File: src/rtl/mult_sched_pkg.sv
// Shared constants, tag payload and helpers for the multiplier scheduler.
package mult_sched_pkg;

  localparam int unsigned A_W             = 25;
  localparam int unsigned B_W             = 18;
  localparam int unsigned P_W             = 43;
  localparam int unsigned DEFAULT_LATENCY = 3;
  localparam int unsigned ID_MAX_W        = 3;
  localparam int unsigned CNT_W           = 16;

  // One tag-pipe stage: owner of the operation travelling beside the multiplier.
  typedef struct packed {
    logic                valid;
    logic [ID_MAX_W-1:0] id;
  } tag_t;

  function automatic int unsigned id_w(input int unsigned n);
    return (n > 1) ? $clog2(n) : 1;
  endfunction

endpackage

File: src/rtl/mult_sched_if.sv
// Requester-side operand/result bus of the multiplier scheduler.
interface mult_sched_if #(
  parameter int unsigned NREQ = 4
);

  logic [NREQ-1:0]                      req_valid;
  logic [NREQ*mult_sched_pkg::A_W-1:0]  req_a;
  logic [NREQ*mult_sched_pkg::B_W-1:0]  req_b;
  logic [NREQ-1:0]                      req_ready;
  logic [NREQ-1:0]                      res_valid;
  logic [mult_sched_pkg::P_W-1:0]       res_p;

  modport master (
    output req_valid, req_a, req_b,
    input  req_ready, res_valid, res_p
  );

  modport slave (
    input  req_valid, req_a, req_b,
    output req_ready, res_valid, res_p
  );

endinterface

File: src/rtl/mult_sched_rr_arbiter.sv
// Combinational round-robin arbiter: lowest valid index at or above last+1, modulo N.
module rr_arbiter
  import mult_sched_pkg::*;
#(
  parameter int unsigned N = 4
) (
  input  logic [N-1:0]        req,
  input  logic                en,
  input  logic [id_w(N)-1:0]  last,
  output logic [N-1:0]        grant,
  output logic [id_w(N)-1:0]  grant_id
);

  localparam int unsigned IDW = id_w(N);

  logic           found;
  logic [IDW-1:0] idx;

  always_comb begin
    grant    = '0;
    grant_id = '0;
    found    = 1'b0;
    idx      = '0;
    for (int unsigned k = 0; k < N; k++) begin
      idx = IDW'((32'(last) + 32'd1 + k) % N);
      if (en && !found && req[idx]) begin
        found       = 1'b1;
        grant[idx]  = 1'b1;
        grant_id    = idx;
      end
    end
  end

endmodule

File: src/rtl/mult_sched.sv
// Shares one pipelined signed multiplier among NREQ requesters, returning each
// product to its owner via a tag pipe matched to the multiplier latency.
module mult_sched
  import mult_sched_pkg::*;
#(
  parameter int unsigned NREQ    = 4,
  parameter int unsigned LATENCY = DEFAULT_LATENCY
) (
  input  logic             clk,
  input  logic             rst,
  input  logic             en,
  mult_sched_if.slave      bus,
  output logic             mult_pipe_in,
  output logic [A_W-1:0]   mult_a,
  output logic [B_W-1:0]   mult_b,
  input  logic             mult_pipe_out,
  input  logic [P_W-1:0]   mult_p,
  output logic [CNT_W-1:0] op_count,
  output logic             tag_err
);

  localparam int unsigned IDW    = id_w(NREQ);
  localparam int unsigned MASK_W = $clog2(LATENCY + 2);

  logic [IDW-1:0]    last_grant;
  logic [NREQ-1:0]   grant;
  logic [IDW-1:0]    grant_id;
  logic              issue_en;
  logic              xfer;
  logic [A_W-1:0]    sel_a;
  logic [B_W-1:0]    sel_b;
  tag_t              tag_q [0:LATENCY];
  logic [MASK_W-1:0] mask_cnt;

  assign issue_en = en && !rst;

  rr_arbiter #(.N(NREQ)) u_arb (
    .req      (bus.req_valid),
    .en       (issue_en),
    .last     (last_grant),
    .grant    (grant),
    .grant_id (grant_id)
  );

  assign bus.req_ready = grant;
  assign xfer          = |grant;

  // Winner's operand slice.
  always_comb begin
    sel_a = '0;
    sel_b = '0;
    for (int unsigned i = 0; i < NREQ; i++) begin
      if (grant_id == IDW'(i)) begin
        sel_a = bus.req_a[i*A_W +: A_W];
        sel_b = bus.req_b[i*B_W +: B_W];
      end
    end
  end

  // Issue registers; operands hold when idle to avoid toggling the multiplier.
  always_ff @(posedge clk or posedge rst) begin
    if (rst) begin
      last_grant   <= IDW'(NREQ - 1);
      mult_pipe_in <= 1'b0;
      mult_a       <= '0;
      mult_b       <= '0;
      op_count     <= '0;
    end else begin
      mult_pipe_in <= xfer;
      if (xfer) begin
        mult_a     <= sel_a;
        mult_b     <= sel_b;
        last_grant <= grant_id;
        op_count   <= op_count + CNT_W'(1);
      end
    end
  end

  // Tag pipe plus consistency check, masked while pre-reset products drain out.
  always_ff @(posedge clk or posedge rst) begin
    if (rst) begin
      for (int unsigned s = 0; s <= LATENCY; s++) tag_q[s] <= '0;
      mask_cnt <= MASK_W'(LATENCY + 1);
      tag_err  <= 1'b0;
    end else begin
      tag_q[0] <= '{valid: xfer, id: ID_MAX_W'(grant_id)};
      for (int unsigned s = 1; s <= LATENCY; s++) tag_q[s] <= tag_q[s-1];
      if (mask_cnt != '0) begin
        mask_cnt <= mask_cnt - MASK_W'(1);
      end else if (mult_pipe_out != tag_q[LATENCY].valid) begin
        tag_err <= 1'b1;
      end
    end
  end

  always_comb begin
    bus.res_valid = '0;
    for (int unsigned i = 0; i < NREQ; i++) begin
      bus.res_valid[i] = tag_q[LATENCY].valid && (tag_q[LATENCY].id == ID_MAX_W'(i));
    end
  end

  assign bus.res_p = mult_p;

endmodule

File: src/flat_wrapper.sv
// flat-port wrapper written by rule: the top's interface ports become plain ports
module mult_sched_flat import mult_sched_pkg::*;
#(
  parameter int unsigned NREQ    = 4,
  parameter int unsigned LATENCY = DEFAULT_LATENCY
)
  (clk, rst, en, mult_pipe_in, mult_a, mult_b, mult_pipe_out, mult_p, op_count, tag_err, bus_req_valid, bus_req_a, bus_req_b, bus_req_ready, bus_res_valid, bus_res_p);
  mult_sched_if #(.NREQ(NREQ)) bus_i ();
  input  logic clk;
  input  logic rst;
  input  logic en;
  output logic mult_pipe_in;
  output logic [A_W-1:0] mult_a;
  output logic [B_W-1:0] mult_b;
  input  logic mult_pipe_out;
  input  logic [P_W-1:0] mult_p;
  output logic [CNT_W-1:0] op_count;
  output logic tag_err;
  input wire logic [$bits(bus_i.req_valid)-1:0] bus_req_valid;
  input wire logic [$bits(bus_i.req_a)-1:0] bus_req_a;
  input wire logic [$bits(bus_i.req_b)-1:0] bus_req_b;
  output wire logic [$bits(bus_i.req_ready)-1:0] bus_req_ready;
  output wire logic [$bits(bus_i.res_valid)-1:0] bus_res_valid;
  output wire logic [$bits(bus_i.res_p)-1:0] bus_res_p;
  assign bus_i.req_valid = bus_req_valid;
  assign bus_i.req_a = bus_req_a;
  assign bus_i.req_b = bus_req_b;
  assign bus_req_ready = bus_i.req_ready;
  assign bus_res_valid = bus_i.res_valid;
  assign bus_res_p = bus_i.res_p;
  mult_sched #(.NREQ(NREQ), .LATENCY(LATENCY)) u_core (.clk(clk), .rst(rst), .en(en), .bus(bus_i), .mult_pipe_in(mult_pipe_in), .mult_a(mult_a), .mult_b(mult_b), .mult_pipe_out(mult_pipe_out), .mult_p(mult_p), .op_count(op_count), .tag_err(tag_err));
endmodule
File: config.mk
export PLATFORM = sky130hd
export DESIGN_NAME = mult_sched_flat
export DESIGN_NICKNAME = d
export VERILOG_FILES = /design/src/rtl/mult_sched_pkg.sv /design/src/rtl/mult_sched_if.sv /design/src/rtl/mult_sched_rr_arbiter.sv /design/src/rtl/mult_sched.sv /design/src/flat_wrapper.sv
export SDC_FILE = /design/constraint.sdc
export NUM_CORES = 1
export LEC_CHECK = 0
export CAP_MARGIN = 20
export CORE_AREA = 4 4 127 129
export DETAILED_ROUTE_END_ITERATION = 8
export DIE_AREA = 0 0 131 133
export GPL_TIMING_DRIVEN = 0
export PLACE_DENSITY = 0.8
export SLEW_MARGIN = 20
export SYNTH_ARGS = -nofsm -noshare
export SYNTH_HDL_FRONTEND = slang
export SYNTH_SLANG_ARGS = --single-unit
export TNS_END_PERCENT = 1
File: constraint.sdc
create_clock -name clk -period 6.6 [get_ports clk]
set_clock_uncertainty 0.05 [all_clocks]
set_input_delay 0.66 -clock clk [delete_from_list [all_inputs] [get_ports clk]]
set_output_delay 0.66 -clock clk [all_outputs]
set_load 0.01 [all_outputs]
## Yosys cells after proc, flatten, opt, wreduce, memory -nomap -nowiden

Index checks and enable logic that the tools add are counted.

| word-level totals | value |
|---|---|
| bits of input ports | 223 |
| bits in registers | 77 |
| output and inout port bits | 112 |
| logic and storage cells | 99 |

| cells by class | value |
|---|---|
| reduce and logical (&&, ||, !) cells | 25 |
| equality and inequality tests | 7 |
| $lt $le $gt $ge | 8 |
| bitwise gates (word level) | 4 |
| add/sub/neg operators | 6 |
| multiplexer cells | 35 |

Operator list:

| kind | number |
|---|---|
| $mux 25 | 4 |
| $mux 18 | 4 |
| $add 16x1->16 const B | 1 |
| $logic_and 1x1->1 | 16 |
| $mux 4 | 4 |
| $lt 2x3->1 const B | 4 |
| $or 4x4->4 | 3 |
| $mux 1 | 11 |
| $bmux 1 s2 | 4 |
| $demux 1 s2 | 4 |
| $eq 2x2->1 const B | 4 |
| $ge 2x1->1 const B | 4 |
| $mux 2 | 4 |
| $add 2x1->2 const B | 2 |
| $add 2x2->2 const B | 2 |
| $eq 2x1->1 const B | 2 |
| $logic_not 1->1 | 4 |
| $reduce_or 4->1 | 1 |
| $logic_not 3->1 | 1 |
| $reduce_bool 3->1 | 1 |
| $sub 3x1->3 const B | 1 |
| $logic_not 2->1 | 1 |
| $reduce_and 2->1 | 1 |
| $ne 1x1->1 | 1 |
| $not 1->1 | 1 |

## Longest topological paths before layout

| logic depth | value |
|---|---|
| depth after elaboration | 22 |
| mapped depth | 16 |
| depth with buffers taken out | 9 |

## By module

From an unflattened synthesis, not the netlist that was laid out.

| second synthesis, totals | value |
|---|---|
| cells, all modules | 436 |
| area total of the unflattened synthesis | 4,707.0 µm² |

By module, submodules not included:

| module | area an instance (µm²) | times used | cells an instance |
|---|---|---|---|
| mult_sched | 4,267.8 | 1 | 385 |
| rr_arbiter | 439.2 | 1 | 51 |

## Worst setup path before layout

Ideal clock, no wire load.

| timing | value |
|---|---|
| path type | register to register |
| start point | register u_core.last_grant[0] |
| end point | register u_core.op_count[1] |
| path slack | 2.432 ns |
| data arrival time | 3.994 ns |
| stages on the path, launching flop included | 15 |
| data required time | 6.425 ns |
| setup time | 0.125 ns |
| clock period less this slack | 4.168 ns |
| path through | dfstp_2 buf_2 buf_1 inv_1 clkbuf_1 ha_1 buf_6 mux4_2 and2_0 clkbuf_2 a32o_1 a221o_2 nor4_4 buf_6 mux2_2 |

| on the way | value |
|---|---|
| longest elaborated chain between the ends | 18 |
| elaborated cells on any way between the ends | 53 |
| classes of those cells | 4 x add/sub; 8 x order compare; 23 x mux; 3 x bitwise; 15 x reduce/logical |

RTL lines:

| what | line | RTL |
|---|---|---|
| start, declared | mult_sched.sv:25 | `logic [IDW-1:0] last_grant;` |
| start signal, assigned | mult_sched.sv:63 | `last_grant <= IDW'(NREQ - 1);` |
| start signal, assigned | mult_sched.sv:73 | `last_grant <= grant_id;` |
| $add 2x1->2 (*) | mult_sched_rr_arbiter.sv:25 | `idx = IDW'((32'(last) + 32'd1 + k) % N);` |
| branches (longest 15 deep; another with $lt 2x3->1) | n/a |  |
| $mux 4 (*) | mult_sched_rr_arbiter.sv:26 | `if (en && !found && req[idx]) begin` |
| net bus_req_ready[1] | flat_wrapper.sv:22 | `output wire logic [$bits(bus_i.req_ready)-1:0] bus_req_ready;` |
| $reduce_or 4->1 (*) | mult_sched.sv:46 | `assign xfer = \|grant;` |
| end signal, assigned | mult_sched.sv:74 | `op_count <= op_count + CNT_W'(1);` |
| end, declared | mult_sched.sv:18 | `output logic [CNT_W-1:0] op_count,` |

Mark *: on every way through the listed nets, which the timed path passes. The select of a mux whose other input is x is not followed.
A chain may end at the register's enable or synchronous reset.

## Worst setup path in the final report

| timing | value |
|---|---|
| start point | register u_core.last_grant[0] |
| end point | output bus_req_ready[2] |

| on the way | value |
|---|---|
| longest elaborated chain between the ends | 17 |
| elaborated cells on any way between the ends | 52 |
| classes of those cells | 4 x add/sub; 8 x order compare; 23 x mux; 3 x bitwise; 14 x reduce/logical |

RTL lines:

| what | line |
|---|---|
| $add 2x1->2 (*) | mult_sched_rr_arbiter.sv:25 |
| branches (longest 15 deep; another with $lt 2x3->1) | n/a |
| $mux 4 (*) | mult_sched_rr_arbiter.sv:26 |
| end, declared | flat_wrapper.sv:22 |

Every way passes the cells marked *. The select of a mux whose other input is x is not followed.

==> results_dict.tcl <==
set metrics [dict create \
    status "complete, no violations" \
    synthArstFlopShare_pct 100 \
    crit_cells 12 \
    power.leakage_nw 3.81 \
    power_density_nw_per_um2 401 \
    r2r_start "u_core.last_grant[0]" \
    ios 335 \
    nFillCells 1331 \
    seq_area_frac_synth_pct 34.8 \
    critPathRequiredTime_ns 5.89 \
    synth-edff-count 0 \
    rows 45 \
    pre_cts_slack_ns 1.59 \
    worstRegToRegCells 14 \
    reg2reg_setup_slack_ns 1.59 \
    post_drt_wl_per_cell_um 19.6 \
    cts_made_buffers 9 \
    start_kind "register" \
    drcViolationCount 0 \
    hold_buffers 0 \
    crit_fanout 11 \
    die_area_um2 17400 \
    path_buf_inv 6 \
    die_width_um 131 \
    irDropWorstVdd_mv 0.201 \
    synth_area_leaders "dfrtp_1 (33%), mux2i_1 (8.3%), buf_4 (6.4%), o31ai_1 (5.8%), a211oi_1 (5.5%)" \
    crit_top_cell "clkbuf_1" \
    synthesis.area_um2 5550 \
    worst_slack_ns 1.45 \
    cts-root-buf "clkbuf_16" \
    cts_max_level 3 \
    ys_warn_count 0 \
    cp.arrival_ns 4.44 \
    syn_to_final_growth_pct 63.4 \
    max_freq_ghz 0.194 \
    place_congestion 0.911 \
    crit_family "buffers and inverters" \
    clkSinkCount 77 \
    cp_slowest_cell "dfstp_2" \
    start_util_pct 36.9 \
    antenna_found_initial 0 \
    clkSlewWorstSetupHoldPaths_ns 0.06 \
    finalCriticalPeriod_ns 5.15 \
    worst_slew_pin_slew_ns 0.622 \
    cts_tree "yes" \
    finalMaxSlewViolations 0 \
    grt-ovfl-total 0 \
    drv_cap 0 \
    grt_start_max_net_pins 49 \
    nets 1137 \
    synth_area_leader_cell "dfrtp_1" \
    ys.flop_type "dfrtp_1" \
    die_h_um 133 \
    endpoint "bus_req_ready[2]" \
    ys_ff_latch 77 \
    vias 5795 \
    critPathKind "register to output pin" \
    antenna_cells 0 \
    max_stage_delay_ns 0.54 \
    hold_viol_final 0 \
    first_pass_iters 6 \
    hpwl_um 17200 \
    fin_crit_sh_pct 78.0 \
    cp_cell_sequence "buf_2 -> buf_1 -> inv_1 -> clkbuf_1 -> ha_1 -> nor2_1 -> mux2i_1 -> and4_1 -> clkbuf_1 -> a21boi_0 -> nand2_1 -> clkdlybuf4s50_1" \
    insertion_delay_ns 0.34 \
    end_kind "output pin" \
    ant_nets 0 \
    setup-tns-final_ns 0 \
    syn_area_per_cell_um2 9.19 \
    grt_pass1_wl_um 32300 \
    via_per_inst 5.27 \
    final-setup-viol-count 0 \
    syn-instance-count 604 \
    hp-class "register to register" \
    relSlewSlack_pct 58.2 \
    crit_start "u_core.last_grant[0]" \
    syn_nets 834 \
    r2r_end "u_core.mult_a[8]" \
    grtUsageTotal_pct 23.9 \
    yosysUniqueCellTypes 58 \
    cts_buffer_depth 2 \
    layout-drive-gt1-share_pct 11.6 \
    grt_pass1_vias 5690 \
    cts_setup_buffers 0 \
    drt-initial-drc-count 314 \
    synth.top_cell.area_share_pct 33.3 \
    rsz0062_at_grt "no" \
    coreArea_um2 15000 \
    portBuffers 291 \
    wirelength_um 21500 \
    ctsResizeCount 0 \
]
==> stage by stage <==
stage               utilization [%]  hold slack, ns  power [W]  cells  cell area (µm²)
floorplan                         -           0.281    0.00217    604             5550
global placement               57.9           0.285    0.00302   1083             8700
detailed placement             58.1           0.285    0.00307   1084             8730
CTS                            60.3           0.298    0.00366   1100             9070
global route                   60.3           0.305    0.00390   1100             9070
finish                         60.3           0.298    0.00364   1100             9070
==> registers in the layout (all words and copies together), names as in the netlist <==
register             cells
u_core.mult_a           25
u_core.mult_pipe_in      1
u_core.mult_b           18
u_core.last_grant        2
u_core.tag_err           1
u_core.mask_cnt          3
u_core.op_count         16
u_core.tag_q            11
==> cell usage after synthesis, types with 8 or more instances <==
master,count
dfrtp_1,74
buf_2,14
clkbuf_1,17
a211oi_1,41
o21ai_0,8
inv_1,18
o31ai_1,43
buf_4,47
nand2_1,62
xor2_1,13
and2_1,39
nor2_1,19
mux2i_1,46
nor3_1,14
o21a_1,38
==> worst min path at each step <==
| stage | startpoint | to | slack (ns) | cells past startpoint |
|---|---|---|---|---|
| global placement | u_core.tag_q[13] | u_core.tag_q[9] | 0.28 | 0 |
| CTS | u_core.tag_q[13] | u_core.tag_q[9] | 0.30 | 0 |
| floorplan | u_core.tag_q[4] | u_core.tag_q[0] | 0.28 | 0 |
| detailed placement | u_core.tag_q[9] | u_core.tag_q[5] | 0.28 | 0 |
| finish | u_core.tag_q[9] | u_core.tag_q[5] | 0.30 | 0 |
| global route | u_core.tag_q[12] | u_core.tag_q[8] | 0.30 | 0 |
==> cell usage in the layout (no fill, tap or decap), drive strengths merged, types with 3 or more instances in the layout <==
cell type	synthesis	routed
clkdlybuf4s50	0	291
clkinv	0	3
o31ai	43	43
mux2	6	6
a21oi	4	4
inv	18	18
nor4	7	7
a31oi	6	6
nand3	7	7
dfrtp	74	74
buf	70	71
clkbuf	18	28
and3	5	5
a211o	5	5
ha	7	7
bufinv	0	3
o21ai	8	8
nor2	19	19
nand4	4	4
a221o	3	3
o2bb2ai	4	4
xnor2	4	4
dfstp	3	3
nand2	62	62
a211oi	41	41
o22ai	3	3
and2	40	40
o32ai	3	3
mux2i	46	46
xor2	13	13
nor3	14	14
o21a	38	38
==> cell families (layout without fill, tap and decap cells) <==
| family | Yosys count | count (layout) | synth area share (%) |
|---|---|---|---|
| AOI/OAI and AO/OA | 172 | 172 | 23.4 |
| xor gates and xnor gates | 17 | 17 | 2.68 |
| adders and majority gates | 7 | 7 | 1.58 |
| buffers and inverters | 106 | 414 | 11.6 |
| DFF | 77 | 77 | 34.8 |
| muxes | 54 | 54 | 10.3 |
| and+or+nand+nor | 171 | 171 | 15.7 |
==> final cells by class <==
class	instances	area [µm²]	share of cell area, %
Inverter	18	70.1	0.772
Sequential cell	77	1930	21.3
Clock buffer	10	229	2.52
Buffer	88	578	6.37
Timing Repair Buffer	292	2940	32.4
Clock inverter	6	113	1.24
Multi-Input combinational cell	421	2980	32.8
Tap cell	188	235	2.59
==> where the power goes <==
part / switching, W / total (W) / internal, W
clock network: 0.000202 / 0.000572 / 0.000370
logic: 0.00123 / 0.00229 / 0.00105
registers: 0.000113 / 0.000779 / 0.000667
total: 0.00155 / 0.00364 / 0.00209
==> layer usage <==
metal	share of wire (%)	vias up	track usage [%]
met5	0	-	0
met2	50	267	40.0
met4	1.6	0	6.34
met1	41	2737	31.0
met3	8.1	28	5.13
li1	-	2763	-
No activity file was read; power rests on OpenSTA's default activity.
